[src/rtl/fir_mac_stream_if.sv]
// ---------------------------------------------------------------------------
// fir_mac_stream_if
//   AXI-stream bus carrying finished FIR output samples.
//
//   Signals:
//     sm_tvalid  master -> slave  beat valid
//     sm_tdata   master -> slave  output sample (DW bits)
//     sm_tlast   master -> slave  final sample of the stream
//     sm_tready  slave  -> master downstream ready
//
//   Modports: master (the FIR MAC stage), slave (downstream consumer).
// ---------------------------------------------------------------------------
interface fir_mac_stream_if #(
    parameter int DW = 32
);
    logic          sm_tvalid;
    logic [DW-1:0] sm_tdata;
    logic          sm_tlast;
    logic          sm_tready;

    modport master (
        output sm_tvalid,
        output sm_tdata,
        output sm_tlast,
        input  sm_tready
    );

    modport slave (
        input  sm_tvalid,
        input  sm_tdata,
        input  sm_tlast,
        output sm_tready
    );
endinterface

[src/rtl/fir_mac_stream.sv]
// ---------------------------------------------------------------------------
// fir_mac_stream
//   FIR multiply-accumulate stage. Accumulates Tape_Num signed products
//   (data_Do * tap_Do, truncated to pDATA_WIDTH) into one output sample,
//   buffers finished samples in a 2-entry FIFO and streams them out on an
//   AXI-stream master port. Raises stall upstream when the FIFO cannot
//   guarantee a slot for the next sample.
//
//   Ports:
//     axis_clk    in   clock
//     axis_rst_n  in   asynchronous active-low reset
//     data_Do     in   data-SRAM read word, aligned with mac_valid
//     tap_Do      in   tap-SRAM read word, aligned with mac_valid
//     mac_clr     in   start of a new sample, clears the accumulator
//     mac_valid   in   data_Do*tap_Do is a valid product this cycle
//     mac_tail    in   final product of the sample (with mac_valid)
//     mac_last    in   sample being closed is the last of the stream
//     stall       out  upstream must not issue mac_clr
//     sm          if   AXI-stream master (sm_tvalid/sm_tdata/sm_tlast/sm_tready)
//     ap_done     out  one-cycle pulse after the tlast beat is accepted
//     tap_err     out  sticky: a sample closed with a wrong product count
//     ovf_err     out  sticky: a sample was pushed into a full FIFO
// ---------------------------------------------------------------------------
module fir_mac_stream #(
    parameter int pDATA_WIDTH = 32,
    parameter int Tape_Num    = 11
) (
    input  logic                   axis_clk,
    input  logic                   axis_rst_n,

    input  logic [pDATA_WIDTH-1:0] data_Do,
    input  logic [pDATA_WIDTH-1:0] tap_Do,
    input  logic                   mac_clr,
    input  logic                   mac_valid,
    input  logic                   mac_tail,
    input  logic                   mac_last,
    output logic                   stall,

    fir_mac_stream_if.master       sm,

    output logic                   ap_done,
    output logic                   tap_err,
    output logic                   ovf_err
);

    // Counter is one bit wider than needed for Tape_Num and saturates, so an
    // over-long sample can never wrap back onto a matching count.
    localparam int               CNT_W = $clog2(Tape_Num + 1) + 1;
    localparam logic [CNT_W-1:0] TAPS  = CNT_W'(Tape_Num);

    typedef enum logic [1:0] {
        S_IDLE,
        S_ACC,
        S_DRAIN,
        S_DONE
    } state_t;

    typedef struct packed {
        logic                   last;
        logic [pDATA_WIDTH-1:0] data;
    } entry_t;

    // -----------------------------------------------------------------------
    // State
    // -----------------------------------------------------------------------
    state_t                 state_q, state_d;
    logic [pDATA_WIDTH-1:0] acc_q,   acc_d;
    logic [CNT_W-1:0]       cnt_q,   cnt_d;
    logic                   tap_err_q, tap_err_d;
    logic                   ovf_err_q, ovf_err_d;

    entry_t                 head_q,  head_d;
    entry_t                 slot1_q, slot1_d;
    logic [1:0]             count_q, count_d;

    // -----------------------------------------------------------------------
    // Datapath
    // -----------------------------------------------------------------------
    logic signed [2*pDATA_WIDTH-1:0] prod_full;
    logic [pDATA_WIDTH-1:0]          prod;
    logic [pDATA_WIDTH-1:0]          acc_base;
    logic [pDATA_WIDTH-1:0]          acc_sum;
    logic [CNT_W-1:0]                cnt_base;
    logic [CNT_W-1:0]                cnt_inc;

    logic   push;
    entry_t push_entry;
    logic   pop;

    assign prod_full = $signed(data_Do) * $signed(tap_Do);
    assign prod      = prod_full[pDATA_WIDTH-1:0];

    // A clear on the same edge as a product replaces the old accumulator.
    assign acc_base = mac_clr ? '0 : acc_q;
    assign cnt_base = mac_clr ? '0 : cnt_q;
    assign acc_sum  = acc_base + prod;
    assign cnt_inc  = (cnt_base == '1) ? cnt_base : cnt_base + CNT_W'(1);

    assign pop = sm.sm_tvalid & sm.sm_tready;

    // -----------------------------------------------------------------------
    // Control FSM: next state, accumulator and sample close
    // -----------------------------------------------------------------------
    always_comb begin
        state_d    = state_q;
        acc_d      = acc_q;
        cnt_d      = cnt_q;
        tap_err_d  = tap_err_q;
        push       = 1'b0;
        push_entry = '0;

        unique case (state_q)
            S_IDLE: begin
                if (mac_clr) begin
                    acc_d   = '0;
                    cnt_d   = '0;
                    state_d = S_ACC;
                end
            end

            S_ACC: begin
                if (mac_valid) begin
                    acc_d = acc_sum;
                    cnt_d = cnt_inc;
                    if (mac_tail) begin
                        push            = 1'b1;
                        push_entry.data = acc_sum;
                        push_entry.last = mac_last;
                        if (cnt_inc != TAPS) begin
                            tap_err_d = 1'b1;
                        end
                        state_d = mac_last ? S_DRAIN : S_IDLE;
                    end
                end else if (mac_clr) begin
                    acc_d = '0;
                    cnt_d = '0;
                end
            end

            S_DRAIN: begin
                if (pop && head_q.last) begin
                    state_d = S_DONE;
                end
            end

            S_DONE: begin
                state_d = S_IDLE;
            end

            default: begin
                state_d = S_IDLE;
            end
        endcase
    end

    // -----------------------------------------------------------------------
    // 2-entry FIFO. The head lives in its own register so the stream outputs
    // come straight from flops; slot1 only holds the second entry.
    // -----------------------------------------------------------------------
    always_comb begin
        head_d    = head_q;
        slot1_d   = slot1_q;
        count_d   = count_q;
        ovf_err_d = ovf_err_q;

        unique case (count_q)
            2'd0: begin
                if (push) begin
                    head_d  = push_entry;
                    count_d = 2'd1;
                end
            end

            2'd1: begin
                if (push && pop) begin
                    head_d = push_entry;
                end else if (push) begin
                    slot1_d = push_entry;
                    count_d = 2'd2;
                end else if (pop) begin
                    count_d = 2'd0;
                end
            end

            2'd2: begin
                if (push && pop) begin
                    head_d  = slot1_q;
                    slot1_d = push_entry;
                end else if (pop) begin
                    head_d  = slot1_q;
                    count_d = 2'd1;
                end else if (push) begin
                    // Full with no pop: drop the sample, keep contents.
                    ovf_err_d = 1'b1;
                end
            end

            default: begin
                count_d = 2'd0;
            end
        endcase
    end

    // -----------------------------------------------------------------------
    // Registers
    // -----------------------------------------------------------------------
    always_ff @(posedge axis_clk or negedge axis_rst_n) begin
        if (!axis_rst_n) begin
            state_q   <= S_IDLE;
            acc_q     <= '0;
            cnt_q     <= '0;
            tap_err_q <= 1'b0;
            ovf_err_q <= 1'b0;
            head_q    <= '0;
            slot1_q   <= '0;
            count_q   <= 2'd0;
        end else begin
            state_q   <= state_d;
            acc_q     <= acc_d;
            cnt_q     <= cnt_d;
            tap_err_q <= tap_err_d;
            ovf_err_q <= ovf_err_d;
            head_q    <= head_d;
            slot1_q   <= slot1_d;
            count_q   <= count_d;
        end
    end

    // -----------------------------------------------------------------------
    // Outputs
    // -----------------------------------------------------------------------
    // Stall when a new sample could close before a slot is free: full, or one
    // entry waiting that is not leaving this cycle.
    assign stall = (count_q == 2'd2) || ((count_q == 2'd1) && !pop);

    assign sm.sm_tvalid = (count_q != 2'd0);
    assign sm.sm_tdata  = head_q.data;
    assign sm.sm_tlast  = (count_q != 2'd0) && head_q.last;

    assign ap_done = (state_q == S_DONE);
    assign tap_err = tap_err_q;
    assign ovf_err = ovf_err_q;

endmodule

[src/flat_wrapper.sv]
// flat-port wrapper written by rule: the top's interface ports become plain ports
module fir_mac_stream_flat 
#(
    parameter int pDATA_WIDTH = 32,
    parameter int Tape_Num    = 11
)
  (axis_clk, axis_rst_n, data_Do, tap_Do, mac_clr, mac_valid, mac_tail, mac_last, stall, ap_done, tap_err, ovf_err, sm_sm_tvalid, sm_sm_tdata, sm_sm_tlast, sm_sm_tready);
  fir_mac_stream_if #(.DW((32))) sm_i ();
  input  logic axis_clk;
  input  logic axis_rst_n;
  input  logic [pDATA_WIDTH-1:0] data_Do;
  input  logic [pDATA_WIDTH-1:0] tap_Do;
  input  logic mac_clr;
  input  logic mac_valid;
  input  logic mac_tail;
  input  logic mac_last;
  output logic stall;
  output logic ap_done;
  output logic tap_err;
  output logic ovf_err;
  output wire logic [$bits(sm_i.sm_tvalid)-1:0] sm_sm_tvalid;
  output wire logic [$bits(sm_i.sm_tdata)-1:0] sm_sm_tdata;
  output wire logic [$bits(sm_i.sm_tlast)-1:0] sm_sm_tlast;
  input wire logic [$bits(sm_i.sm_tready)-1:0] sm_sm_tready;
  assign sm_sm_tvalid = sm_i.sm_tvalid;
  assign sm_sm_tdata = sm_i.sm_tdata;
  assign sm_sm_tlast = sm_i.sm_tlast;
  assign sm_i.sm_tready = sm_sm_tready;
  fir_mac_stream #(.pDATA_WIDTH(pDATA_WIDTH), .Tape_Num(Tape_Num)) u_core (.axis_clk(axis_clk), .axis_rst_n(axis_rst_n), .data_Do(data_Do), .tap_Do(tap_Do), .mac_clr(mac_clr), .mac_valid(mac_valid), .mac_tail(mac_tail), .mac_last(mac_last), .stall(stall), .sm(sm_i), .ap_done(ap_done), .tap_err(tap_err), .ovf_err(ovf_err));
endmodule
[config.mk]
export PLATFORM = sky130hd
export DESIGN_NAME = fir_mac_stream_flat
export DESIGN_NICKNAME = d
export VERILOG_FILES = /design/src/rtl/fir_mac_stream_if.sv /design/src/rtl/fir_mac_stream.sv /design/src/flat_wrapper.sv
export SDC_FILE = /design/constraint.sdc
export NUM_CORES = 2
export LEC_CHECK = 0
export BUFFER_PORTS_ARGS = -buffer_cell sky130_fd_sc_hd__buf_2
export CAP_MARGIN = 20
export CELL_PAD_IN_SITES_DETAIL_PLACEMENT = 2
export CELL_PAD_IN_SITES_GLOBAL_PLACEMENT = 2
export CORE_MARGIN = 3
export CORE_UTILIZATION = 41
export CTS_CLUSTER_SIZE = 16
export DETAILED_ROUTE_END_ITERATION = 16
export GPL_TIMING_DRIVEN = 0
export MAX_ROUTING_LAYER = met4
export PLACE_DENSITY = 0.88
export SYNTH_ARGS = -nofsm -noshare
export SYNTH_HDL_FRONTEND = slang
export SYNTH_SLANG_ARGS = --single-unit
[constraint.sdc]
create_clock -name axis_clk -period 8.1 [get_ports axis_clk]
set_input_delay 1.62 -clock axis_clk [delete_from_list [all_inputs] [get_ports axis_clk]]
set_output_delay 1.62 -clock axis_clk [all_outputs]
set_load 0.02 [all_outputs]
==> results.toml <==
[status]
status = "finished, violations left"
violations = "negative setup slack"

[setup_path]
worst_path_max_delay_cell = "fa_1"
path_buf_inv = 9
cp_max_fo = 7
slowest_delay_ps = 780
required_ps = 8380
cpMostUsedCell = "fa_1"
startpoint_type = "primary input"
endpoint_kind = "register"
cp.arrival_ps = 9250
crit_type = "in2reg"
crit_family = "adder cells"

[global_route]
grt.overflow.total = 0
antenna_found_initial = 18
grt_pass1_wl_mm = 167
grt_start_max_net_pins = 49
grt_pass1_vias = 23800
grt_usage_pct = 42.2

[floorplanning]
die-area_um2 = 57200
core_um2 = 53200
die_x_um = 239
ios = 109
die_h_um = 239
rows = 84
start_util_pct = 41.9

[cells_and_area]
fillers = 5512
drive_above_1_share_pct = 18.4
seqCellArea_um2 = 2730
multi_input_area_um2 = 18000
fin_cells = 3351
final_nets = 3296
area_delta_synth_final_pct = 19.0

[logic_synthesis]
syn_area_per_cell_um2 = 9.07
yosysSeqAreaShare_pct = 12.2
yosys_warnings = 0
synth.distinct_cells = 60
synth-seq-cells = 109
synth_top_family_by_area = "adder cells"
synth_compound_area_share_pct = 6.06
synthCells = 2458
synth_area_leaders = "fa_1 (39%), dfrtp_1 (12%), and2_1 (9.3%)"
synthTopCellsByCount = "inv_1 (524), fa_1 (438), and2_1 (332), nand2_1 (290), ha_1 (152)"
synth-adder-area-share_pct = 47.8
synth_ff_type = "dfrtp_1"
synthSimpleGateAreaFrac_pct = 17.8
synth_fp_nets = 3119
synth_edf_count = 0
syn-cell-area_um2 = 22300
synthXorXnorAreaFrac_pct = 3.46
yosysTopAreaCell = "fa_1"
async_flop_share_pct = 100
synth_mux_area_share_pct = 0.589
yosys.cell_count.top_type = "inv_1"
synth_top_cell_area_share_pct = 39.3

[cts]
cts_max_level = 3
clock_sinks = 109
cts_buffers = 9
clock_latency_ps = 380
cts.path.max_buffers = 2
cts_tree = "yes"
ctsRootBufferMaster = "clkbuf_16"
hold_buffers = 0
clkTransAtPathRegs_ps = 100

[sta]
setup_ws_ps = -876
finClkSkew_ps = 21.0
tightest_slew_ps = 1350
slew_violations = 0
relSlewSlack_pct = 9.54
hold_viol_final = 0
finalCriticalPeriod_ps = 8980
fmax_ghz = 0.111
finalSetupTns_ps = -23780
rsz0062_at_grt = "yes"
fin_crit_sh_pct = 111
finalSetupViolations = 48

[detailed_routing]
vias = 21500
routed_wirelength_mm = 135
drc = 0
wl_per_cell_um = 40.4
drt-pass1-iter-count = 6
drt_iter0_markers = 2449
ant_nets = 0
avgViaCountPerCell = 6.41

[placement]
placed_cells = 3249
portBuffers = 101
dp_hpwl_mm = 80.3
place_congestion = 0.931

[run]
drv_cap = 0

[worst_hold_path]
hp-class = "reg2reg"
-- worst register-to-register path, stage by stage (launching register included) --
cell,delay [ps]
dfrtp_1,440
nor2b_1,330
fa_1,480
fa_1,560
inv_1,80
fa_1,490
fa_1,590
inv_1,90
fa_1,510
fa_1,550
fa_1,550
inv_1,80
fa_1,780
inv_1,100
ha_2,430
a21boi_1,240
o21a_1,220
a311oi_4,60
buf_6,180
o21ai_4,190
xor2_4,350
o311ai_4,130
o21a_1,160
-- cells by family (layout without fill, tap and decap cells) --
| kind of cell | Yosys count | in the layout |
|---|---|---|
| AND/OR/NAND/NOR | 772 | 772 |
| buffers and inverters | 681 | 863 |
| adder cells (fa/ha/maj) | 590 | 590 |
| AO/OA/AOI/OAI | 209 | 209 |
| flip-flops | 109 | 109 |
| XOR/XNOR | 85 | 85 |
| multiplexers | 12 | 12 |
| other | 0 | 23 |
-- final timing paths --
kind / slack, ps / cells after the start / from / endpoint
setup / recovery: -880 / 26 / data_Do[16] / u_core.sm.sm_tdata[31]
hold / removal: 500 / 1 / u_core.tap_err / u_core.tap_err
setup reg to reg: 420 / 22 / u_core.acc_q[25] / u_core.sm.sm_tdata[31]
hold reg to reg: 500 / 1 / u_core.tap_err / u_core.tap_err
max in group asynchronous: 5990 / 3 / axis_rst_n / u_core.sm.sm_tdata[2]
min in group asynchronous: 1190 / 1 / axis_rst_n / u_core.slot1_q[30]
-- layout make-up --
cell class	count	share of cell area, %
clock buffers	9	0.848
inverters	524	7.41
flip-flops and latches	109	10.3
clock inverters	7	0.325
well taps	688	3.24
multi-input cells	1668	67.9
repair buffers	172	4.69
diodes	23	0.217
plain buffers	151	5.10
-- what timing repair did --
action                                  CTS  global route
pin swaps                                91            77
gates resized for setup                 354           154
endpoints found under the setup margin   65            53
gates cloned                              0             0
buffers inserted                         44            30
-- routing by layer --
layer | track usage [%] | up-vias | share of wire, % | routed length [um]
met5 | - | - | 0 | 0
met4 | 28.5 | 0 | 11 | 15500
met3 | 9.57 | 1002 | 10 | 14000
met2 | 69.0 | 1899 | 45 | 60900
met1 | 46.0 | 10900 | 33 | 44900
li1 | - | 7649 | - | -
-- registers in the layout, indices dropped and copies added, names as in the netlist, named ones only --
name                flops
u_core.ovf_err          1
u_core.tap_err          1
u_core.sm.sm_tdata     32
u_core.head_q           1
u_core.cnt_q            5
u_core.slot1_q         33
u_core.acc_q           32
u_core.count_q          2
u_core.state_q          1
-- per-stage QoR --
| stage | hold slack [ps] | area [um2] | utilization, % | worst slack (ps) |
|---|---|---|---|---|
| after floorplan | 442 | 22400 | - | -21.3 |
| after global placement | 436 | 23700 | 44.6 | -2370 |
| after detailed placement | 443 | 23800 | 44.7 | -2760 |
| after CTS | 479 | 25800 | 48.4 | -364 |
| after global routing | 503 | 26500 | 49.9 | -888 |
| final | 499 | 26500 | 49.9 | -876 |
-- cell usage in the layout, fill, tap and decap left out, types with 27 or more instances in the layout --
master	synthesis	routed
inv_1	524	500
fa_1	438	420
and2_1	332	328
nand2_1	290	288
ha_1	152	125
dfrtp_1	109	109
buf_4	32	99
buf_2	4	87
xnor2_1	62	56
clkbuf_1	118	39
nor2_1	40	37
o21ai_0	59	33
a21oi_1	50	32
buf_6	0	27
Power is left out: the tool's default activity adds up to more than one toggle a clock period on the data nets, which glitch-free logic cannot reach.
